### config.mk
export PLATFORM = sky130hd
export DESIGN_NAME = mult_datapath_flat
export DESIGN_NICKNAME = d
export VERILOG_FILES = /design/src/rtl/mult_datapath_if.sv /design/src/rtl/mult_datapath.sv /design/src/flat_wrapper.sv
export SDC_FILE = /design/constraint.sdc
export NUM_CORES = 1
export LEC_CHECK = 0
export ABC_CLOCK_PERIOD_IN_PS = 2710
export CAP_MARGIN = 20
export CORE_ASPECT_RATIO = 1.5
export CORE_MARGIN = 2
export CORE_UTILIZATION = 35
export DETAILED_ROUTE_END_ITERATION = 10
export GPL_TIMING_DRIVEN = 0
export MAX_ROUTING_LAYER = met4
export PLACE_DENSITY = 0.68
export RECOVER_POWER = 25
export SYNTH_ARGS = -nofsm -noshare
export SYNTH_HDL_FRONTEND = slang
export SYNTH_SLANG_ARGS = --single-unit
### constraint.sdc
create_clock -name Clk -period 2.71 [get_ports Clk]
set_input_delay 0.542 -clock Clk [delete_from_list [all_inputs] [get_ports Clk]]
set_output_delay 0.542 -clock Clk [all_outputs]
set_load 0.02 [all_outputs]
### src/rtl/mult_datapath_if.sv
// Strobe/result bundle between the multiplier control FSM (master) and the datapath (slave).
interface mult_datapath_if;
    logic       LoadB;
    logic       A_CLR;
    logic       Load;
    logic       Subtract;
    logic       Shift_En;
    logic [7:0] Din;
    logic [7:0] Aval;
    logic [7:0] Bval;
    logic       X;
    logic       M;
    logic       Done;

    modport master (
        output LoadB, A_CLR, Load, Subtract, Shift_En, Din,
        input  Aval, Bval, X, M, Done
    );

    modport slave (
        input  LoadB, A_CLR, Load, Subtract, Shift_En, Din,
        output Aval, Bval, X, M, Done
    );
endinterface

### src/rtl/mult_datapath.sv
// S/A/B/X register datapath for the 8-bit signed add-shift multiplier.
// Define MULT_STEP_COUNT_EN to build the step counter and Done flag; otherwise Done is tied low.
module mult_datapath (
    input logic            Clk,
    input logic            Reset,
    mult_datapath_if.slave bus
);
    logic [7:0] s_reg;
    logic [7:0] a_reg;
    logic [7:0] b_reg;
    logic       x_reg;
    logic [8:0] sum;

    // Nine-bit sign-extended add keeps the product exact; with no add the old {X,A} passes through.
    always_comb begin
        sum = {x_reg, a_reg};
        if (bus.Load && b_reg[0]) begin
            if (bus.Subtract)
                sum = {a_reg[7], a_reg} + ~{s_reg[7], s_reg} + 9'd1;
            else
                sum = {a_reg[7], a_reg} + {s_reg[7], s_reg};
        end
    end

    always_ff @(posedge Clk) begin
        if (Reset) begin
            s_reg <= 8'h00;
            a_reg <= 8'h00;
            b_reg <= 8'h00;
            x_reg <= 1'b0;
        end else if (bus.LoadB) begin
            b_reg <= bus.Din;
            a_reg <= 8'h00;
            x_reg <= 1'b0;
        end else if (bus.A_CLR) begin
            s_reg <= bus.Din;
            a_reg <= 8'h00;
            x_reg <= 1'b0;
        end else if (bus.Shift_En) begin
            // Shifting the post-add value covers both plain shifts and the combined add/shift step.
            x_reg <= sum[8];
            a_reg <= {sum[8], sum[7:1]};
            b_reg <= {sum[0], b_reg[7:1]};
        end else if (bus.Load) begin
            x_reg <= sum[8];
            a_reg <= sum[7:0];
        end
    end

`ifdef MULT_STEP_COUNT_EN
    logic [3:0] cnt;

    always_ff @(posedge Clk) begin
        if (Reset || bus.LoadB || bus.A_CLR)
            cnt <= 4'd0;
        else if (bus.Shift_En && cnt != 4'd8)
            cnt <= cnt + 4'd1;
    end

    assign bus.Done = (cnt == 4'd8);
`else
    assign bus.Done = 1'b0;
`endif

    assign bus.Aval = a_reg;
    assign bus.Bval = b_reg;
    assign bus.X    = x_reg;
    assign bus.M    = b_reg[0];
endmodule

### src/flat_wrapper.sv
// flat-port wrapper written by rule: the top's interface ports become plain ports
module mult_datapath_flat 
  (Clk, Reset, bus_LoadB, bus_A_CLR, bus_Load, bus_Subtract, bus_Shift_En, bus_Din, bus_Aval, bus_Bval, bus_X, bus_M, bus_Done);
  mult_datapath_if bus_i ();
  input logic Clk;
  input logic Reset;
  input wire logic [$bits(bus_i.LoadB)-1:0] bus_LoadB;
  input wire logic [$bits(bus_i.A_CLR)-1:0] bus_A_CLR;
  input wire logic [$bits(bus_i.Load)-1:0] bus_Load;
  input wire logic [$bits(bus_i.Subtract)-1:0] bus_Subtract;
  input wire logic [$bits(bus_i.Shift_En)-1:0] bus_Shift_En;
  input wire logic [$bits(bus_i.Din)-1:0] bus_Din;
  output wire logic [$bits(bus_i.Aval)-1:0] bus_Aval;
  output wire logic [$bits(bus_i.Bval)-1:0] bus_Bval;
  output wire logic [$bits(bus_i.X)-1:0] bus_X;
  output wire logic [$bits(bus_i.M)-1:0] bus_M;
  output wire logic [$bits(bus_i.Done)-1:0] bus_Done;
  assign bus_i.LoadB = bus_LoadB;
  assign bus_i.A_CLR = bus_A_CLR;
  assign bus_i.Load = bus_Load;
  assign bus_i.Subtract = bus_Subtract;
  assign bus_i.Shift_En = bus_Shift_En;
  assign bus_i.Din = bus_Din;
  assign bus_Aval = bus_i.Aval;
  assign bus_Bval = bus_i.Bval;
  assign bus_X = bus_i.X;
  assign bus_M = bus_i.M;
  assign bus_Done = bus_i.Done;
  mult_datapath u_core (.Clk(Clk), .Reset(Reset), .bus(bus_i));
endmodule
==> results of run 1 <==
cells by family after synthesis:
family	Yosys count	share of synthesized area
DFF	25	0.274
muxes	12	0.0664
buffers and inverters	28	0.0692
AOI/OAI and AO/OA	60	0.216
adders and majority gates	18	0.132
xor gates and xnor gates	4	0.0192
other	1	0.00205
and+or+nand+nor	82	0.221
layer usage:
layer,GRT usage,vias up,share of wire
met5,-,-,0
met4,0.0852,0,0.031
met3,0.0194,9,0.026
met2,0.303,28,0.52
met1,0.182,782,0.42
li1,-,880,-
how the worst max path moves through the flow:
stage / start / endpoint / slack, ns / cells past startpoint
floorplan: u_core.bus.Aval[4] / u_core.bus.Aval[7] / 0.45 / 7
global placement: bus_Subtract / u_core.bus.Aval[7] / 0.22 / 8
detailed placement: bus_Subtract / u_core.bus.Aval[7] / 0.22 / 8
CTS: u_core.bus.Aval[0] / u_core.bus.Aval[6] / 0.32 / 9
global route: u_core.bus.Aval[0] / u_core.bus.Aval[6] / 0.12 / 9
finish: u_core.bus.Aval[0] / u_core.bus.Aval[6] / 0.32 / 9
area by class of cell:
cell class / count / area [um2]
well taps: 68 / 85.1
multi-input cells: 177 / 1200
flip-flops and latches: 25 / 500
plain buffers: 17 / 85.1
inverters: 11 / 41.3
fillers: 551 / 2820
repair buffers: 31 / 310
clock buffers: 3 / 41.3
clock inverters: 1 / 5.00
synth_stat cells (4+ instances only):
library cell | n | share of area
buf_2 | 4 | 0.011
nand3_1 | 5 | 0.014
xnor2_1 | 4 | 0.019
nor2b_1 | 8 | 0.027
dfxtp_1 | 25 | 0.27
mux2i_1 | 11 | 0.060
inv_1 | 10 | 0.021
clkbuf_1 | 8 | 0.016
ha_1 | 16 | 0.11
nand2_1 | 10 | 0.021
a211oi_1 | 19 | 0.078
nor2_1 | 36 | 0.074
a21oi_1 | 19 | 0.052
or3_1 | 4 | 0.014
o21ai_0 | 6 | 0.016
power by group through the flow:
stage	logic [mW]	registers [mW]	clock network [mW]
after floorplan	0.132	0.419	0
after global placement	0.223	0.407	0
after detailed placement	0.224	0.408	0
after CTS	0.226	0.400	0.234
after global routing	0.246	0.402	0.251
final	0.223	0.399	0.226
through the flow:
stage	utilization	cell area [um2]	setup WS, ns
CTS	0.446	2270	0.321
global route	0.446	2270	0.119
global placement	0.437	2220	0.222
finish	0.446	2270	0.323
detailed placement	0.437	2220	0.215
floorplan	-	1830	0.451
worst register-to-register path: cells and delay by family, from the launching register on:
family / cells / cell delay (ns)
buffers and inverters: 1 / 0.06
adders and majority gates: 2 / 0.60
DFF: 1 / 0.39
xor gates and xnor gates: 1 / 0.19
AOI/OAI and AO/OA: 3 / 0.68
and+or+nand+nor: 2 / 0.38
==> impl_results.md, run 1 <==
- Syn_nets: 263
- First-pass GRT wire length: 7.56 mm
- Fmax: 419 MHz
- Post-CTS sizing: 0
- Post-CTS Setup Bufs: 0
- Worst Tran Pin Value: 0.584 ns
- Via count: 1,699
- Flop pwr share: 0.471
- Area Overhead vs Synth: 24.2%
- Number of I/O pins: 34
- Fin nets: 299
- Initial antenna violation count: 0
- Avg Inst Size Synth: 7.94 um2
- Worst slew margin: 0.610
- Final GP Congestion: 0.853
- TritonRoute pass-1 iters: 4
- WP data required: 2.90 ns
- CTS Root Buffer Type: clkbuf_8
- Max clock buf depth: 2
- CTS H-tree depth: 1
- CP Class: register to register
- Combinational fraction of design power: 0.263
- Maxcap violations: 0
- Reg2reg setup slack: 0.32 ns
- Hold path depth: 2
- GRT Total Usage: 0.169
- Status: complete, no violations
- Vias in the first global route: 1,594
- Largest net degree at the start of global routing: 15
- FFs w/ async S/R, synth: 0
- Number of port buffers: 31
- Leakage power: 0.918 nW
- Worst-path maximum fanout: 4
- Yosys reg bits: 25
- Final HPWL DP: 3.69 mm
- Die X: 63.0 um
- DR DRC count: 0
- Min Tclk post-route: 2.39 ns
- WL per Instance: 13.9 um
- Setup Skew: 0.00138 ns
- Row count: 32
- Share of cells above drive strength 1: 0.0604
- Synth warnings: 0
- Initial drt markers: 36
- Buf/Inv on CP: 1
- Setup tns final: 0 ns
- CTS tree: yes
- Top_reg_cell synth: dfxtp_1
- ANT cells: 0
- WP data arrival: 2.57 ns
- Die Ht: 92.5 um
- FF-to-FF path depth: 9
- Fin cells: 333
- Grt ovf: 0
- Vias per cell: 5.10
- Placed Cells: 329
- Commonest non-fill, non-tap cell in the layout: nor2_1
- Crit-path max cell delay: 0.39 ns
- VDD IR max: 0.307 mV
- RSZ-0062 raised after global routing: no
- Min-Delay Endpoint: u_core.bus.Bval[1]
- Int Power: 588 uW
- Critical-path cell list: ha_1 -> inv_1 -> fa_1 -> nor3_1 -> o31ai_1 -> a211oi_1 -> xnor2_1 -> nand2_1 -> a221oi_1
- Mapped Area: 1830 um2
- Worst Hold Class: register to register
- Final period util: 0.881
- Cts hold-fix bufs: 0
- Distinct cells, synth: 44
- Max-slew violations: 0
- Sw Ratio: 0.306
- Switching power total: 260 uW
- Clock slew seen by the registers of the worst setup and hold paths: 0.09 ns
- Final setup viols: 0
- Clock power frac: 0.266
- TritonCTS buffer count: 3
- Clk Latency, worst-skew pair: 0.27 ns
- Starting Density: 0.359
- Final hold slack: 0.519 ns
- P per Cell Area: 374 nW/um2
- Worst setup EP type: register
- Synth Instances: 230
- HP Start: u_core.bus.Bval[1]
- Post-Route WL: 4.64 mm
- Detail Route Antenna Nets: 0
- Number of synthesized flops with an enable pin: 0
- R2r endpoint: u_core.bus.Aval[6]
- Most frequent cells in the layout: nor2_1 (36), dfxtp_1 (25), clkdlybuf4s50_1 (21), a211oi_1 (19), a21oi_1 (19)
- Count of final hold-check violations: 0
- Die ar.: 5820 um2
- Power after layout: 848 uW
- Reg-to-Reg Start: u_core.bus.Aval[0]
- # clock sinks: 25
- Sequential area share after synthesis: 0.274
- Core box area: 5080 um2
- Slowest-stage cell, CP: dfxtp_1
- Delay-heaviest family, CP: compound AO/OA/AOI/OAI gates
- Startpoint type of the worst setup path: register
Power figures use the tool's default switching activity.
==> run 2, diff against run 1 <==
ABC_CLOCK_PERIOD_IN_PS = 2050   (was 2710)
PLACE_DENSITY = 0.7   (was 0.68)
RECOVER_POWER = 100   (was 25)
clock period = 2.05 ns   (was 2.71 ns; I/O delays follow)
==> run 2 against run 1 <==
Against the previous run: the flow now finishes with violations (setup timing); sequential share of layout area is 1.4 points lower; worst hold slack got worse by 0.0051 ns; die area unchanged; via count up 2.5%; cell area up 12%; non-clock buffer count is 3 higher; critical path type unchanged; largest cell class unchanged.
==> impl_results.md, run 2 (synthesis results as in run 1) <==
- Status: finished, violations left
- Violated checks: setup timing
- Final GP Congestion: 0.876
- Final HPWL DP: 3.67 mm
- Row count: 32
- Setup Skew: 0.00128 ns
- GRT Total Usage: 0.173
- Grt ovf: 0
- Die ar.: 5820 um2
- Clock slew seen by the registers of the worst setup and hold paths: 0.08 ns
- Min Tclk post-route: 2.15 ns
- WL per Instance: 14.6 um
- Final Core Density: 0.498
- Buf/Inv on CP: 1
- Vias in the first global route: 1,707
- Final setup viols: 4
- Crit-path max cell delay: 0.53 ns
- ANT cells: 0
- WP data required: 2.18 ns
- Clk Latency, worst-skew pair: 0.26 ns
- Post-Route WL: 4.91 mm
- CTS H-tree depth: 1
- Via count: 1,741
- CTS Root Buffer Type: clkbuf_8
- Worst slew margin: 0.647
- TritonRoute pass-1 iters: 4
- Slowest-stage cell, CP: or4_1
- HP Start: u_core.bus.Bval[5]
- Share of cells above drive strength 1: 0.224
- CTS tree: yes
- Initial antenna violation count: 0
- First-pass GRT wire length: 7.84 mm
- WP data arrival: 2.28 ns
- Starting Density: 0.359
- Final hold slack: 0.514 ns
- Reg-to-Reg Start: u_core.s_reg[2]
- Startpoint type of the worst setup path: register
- Max clock buf depth: 2
- Detail Route Antenna Nets: 0
- Die X: 63.0 um
- DR DRC count: 0
- Leakage power: 0.998 nW
- Worst-path maximum fanout: 8
- Number of I/O pins: 34
- TritonCTS buffer count: 3
- Pre-CTS WS: -0.359 ns
- Delay-heaviest family, CP: simple AND/OR/NAND/NOR gates
- Fin nets: 302
- Maxcap violations: 0
- VDD IR max: 0.398 mV
- Worst Tran Pin Value: 0.530 ns
- Core box area: 5080 um2
- Initial drt markers: 40
- CP Class: register to register
- Final period util: 1.05
- Filler instances: 482
- # clock sinks: 25
- Multi-input gate area: 1410 um2
- P per Cell Area: 453 nW/um2
- Largest net degree at the start of global routing: 14
- Fmax: 465 MHz
- Power after layout: 1.15 mW
- Worst setup EP type: register
- Commonest non-fill, non-tap cell in the layout: nor2_1
- Register Area: 523 um2
- CP startpoint: u_core.s_reg[2]
- Worst Hold Class: register to register
- Max-slew violations: 0
- Number of port buffers: 31
- RSZ-0062 raised after global routing: yes
- Critical-path cell list: inv_1 -> ha_2 -> nor3_1 -> o21ai_1 -> o211a_1 -> or4_1 -> a31oi_2 -> a211oi_2
- Setup ws final: -0.101 ns
- Most frequent cells in the layout: nor2_1 (36), dlygate4sd3_1 (20), a21oi_1 (17), a211oi_1 (16), dfxtp_1 (15)
- Count of final hold-check violations: 0
- Vias per cell: 5.18
- Area Overhead vs Synth: 38.6%
- Die Ht: 92.5 um
==> run 2: changes by cell type in the layout (fill, tap and decap cells not counted), sizes merged <==
cell	before	now
clkbuf	12	14
dlygate4sd3	10	20
clkinv	1	0
buf	8	10
clkdlybuf4s50	21	11
==> run 2: report_power, final <==
part           switching (mW)  total [mW]  leakage [nW]  internal [mW]
Clock                   0.151       0.290        0.0228          0.139
Combinational           0.180       0.332         0.765          0.152
Sequential             0.0202       0.525         0.210          0.505
==> run 2: worst paths after layout <==
| path | slack [ns] | endpoint | cells past startpoint |
|---|---|---|---|
| worst min register to register | 0.51 | u_core.bus.Bval[5] | 2 |
| worst max-delay path | -0.10 | u_core.bus.Aval[5] | 8 |
| worst min-delay path | 0.51 | u_core.bus.Bval[5] | 2 |
| worst max register to register | -0.10 | u_core.bus.Aval[5] | 8 |
==> run 2: worst register-to-register path, cell delays in order (launching register included) <==
cell and delay (ns):
dfxtp_1 0.34, inv_1 0.06, ha_2 0.35, nor3_1 0.18, o21ai_1 0.10, o211a_1 0.14
or4_1 0.53, a31oi_2 0.22, a211oi_2 0.10
==> run 2: metrics by stage <==
stage          setup TNS, ns  std cells  cell area (um2)
3_5_place_dp           -3.18        329             2290
6_report              -0.238        336             2530
5_1_grt               -0.898        336             2530
3_3_place_gp           -3.03        329             2290
2_1_floorplan              0        230             1890
4_1_cts               -0.144        335             2460
==> run 2: metal layers <==
metal / vias up / part of all wire / global-route usage
met2: 32 / 0.54 / 0.320
met3: 10 / 0.021 / 0.0182
li1: 883 / - / -
met4: 0 / 0.030 / 0.0926
met5: - / 0 / -
met1: 816 / 0.41 / 0.176
==> run 2: repair_timing <==
| item | 4_1_cts | 5_1_grt |
|---|---|---|
| resized for setup | 31 | 13 |
| endpoints found under the setup margin | 4 | 12 |
| hold buffers | 0 | 0 |
| buffers inserted | 3 | 2 |
| pin swaps | 14 | 7 |
==> run 2: area by class of cell <==
cell class | count | area share
Inverter | 11 | 0.0163
Buffer | 15 | 0.0336
Timing Repair Buffer | 36 | 0.137
Clock buffer | 4 | 0.0178
Multi-Input combinational cell | 177 | 0.555
Sequential cell | 25 | 0.207
Tap cell | 68 | 0.0336
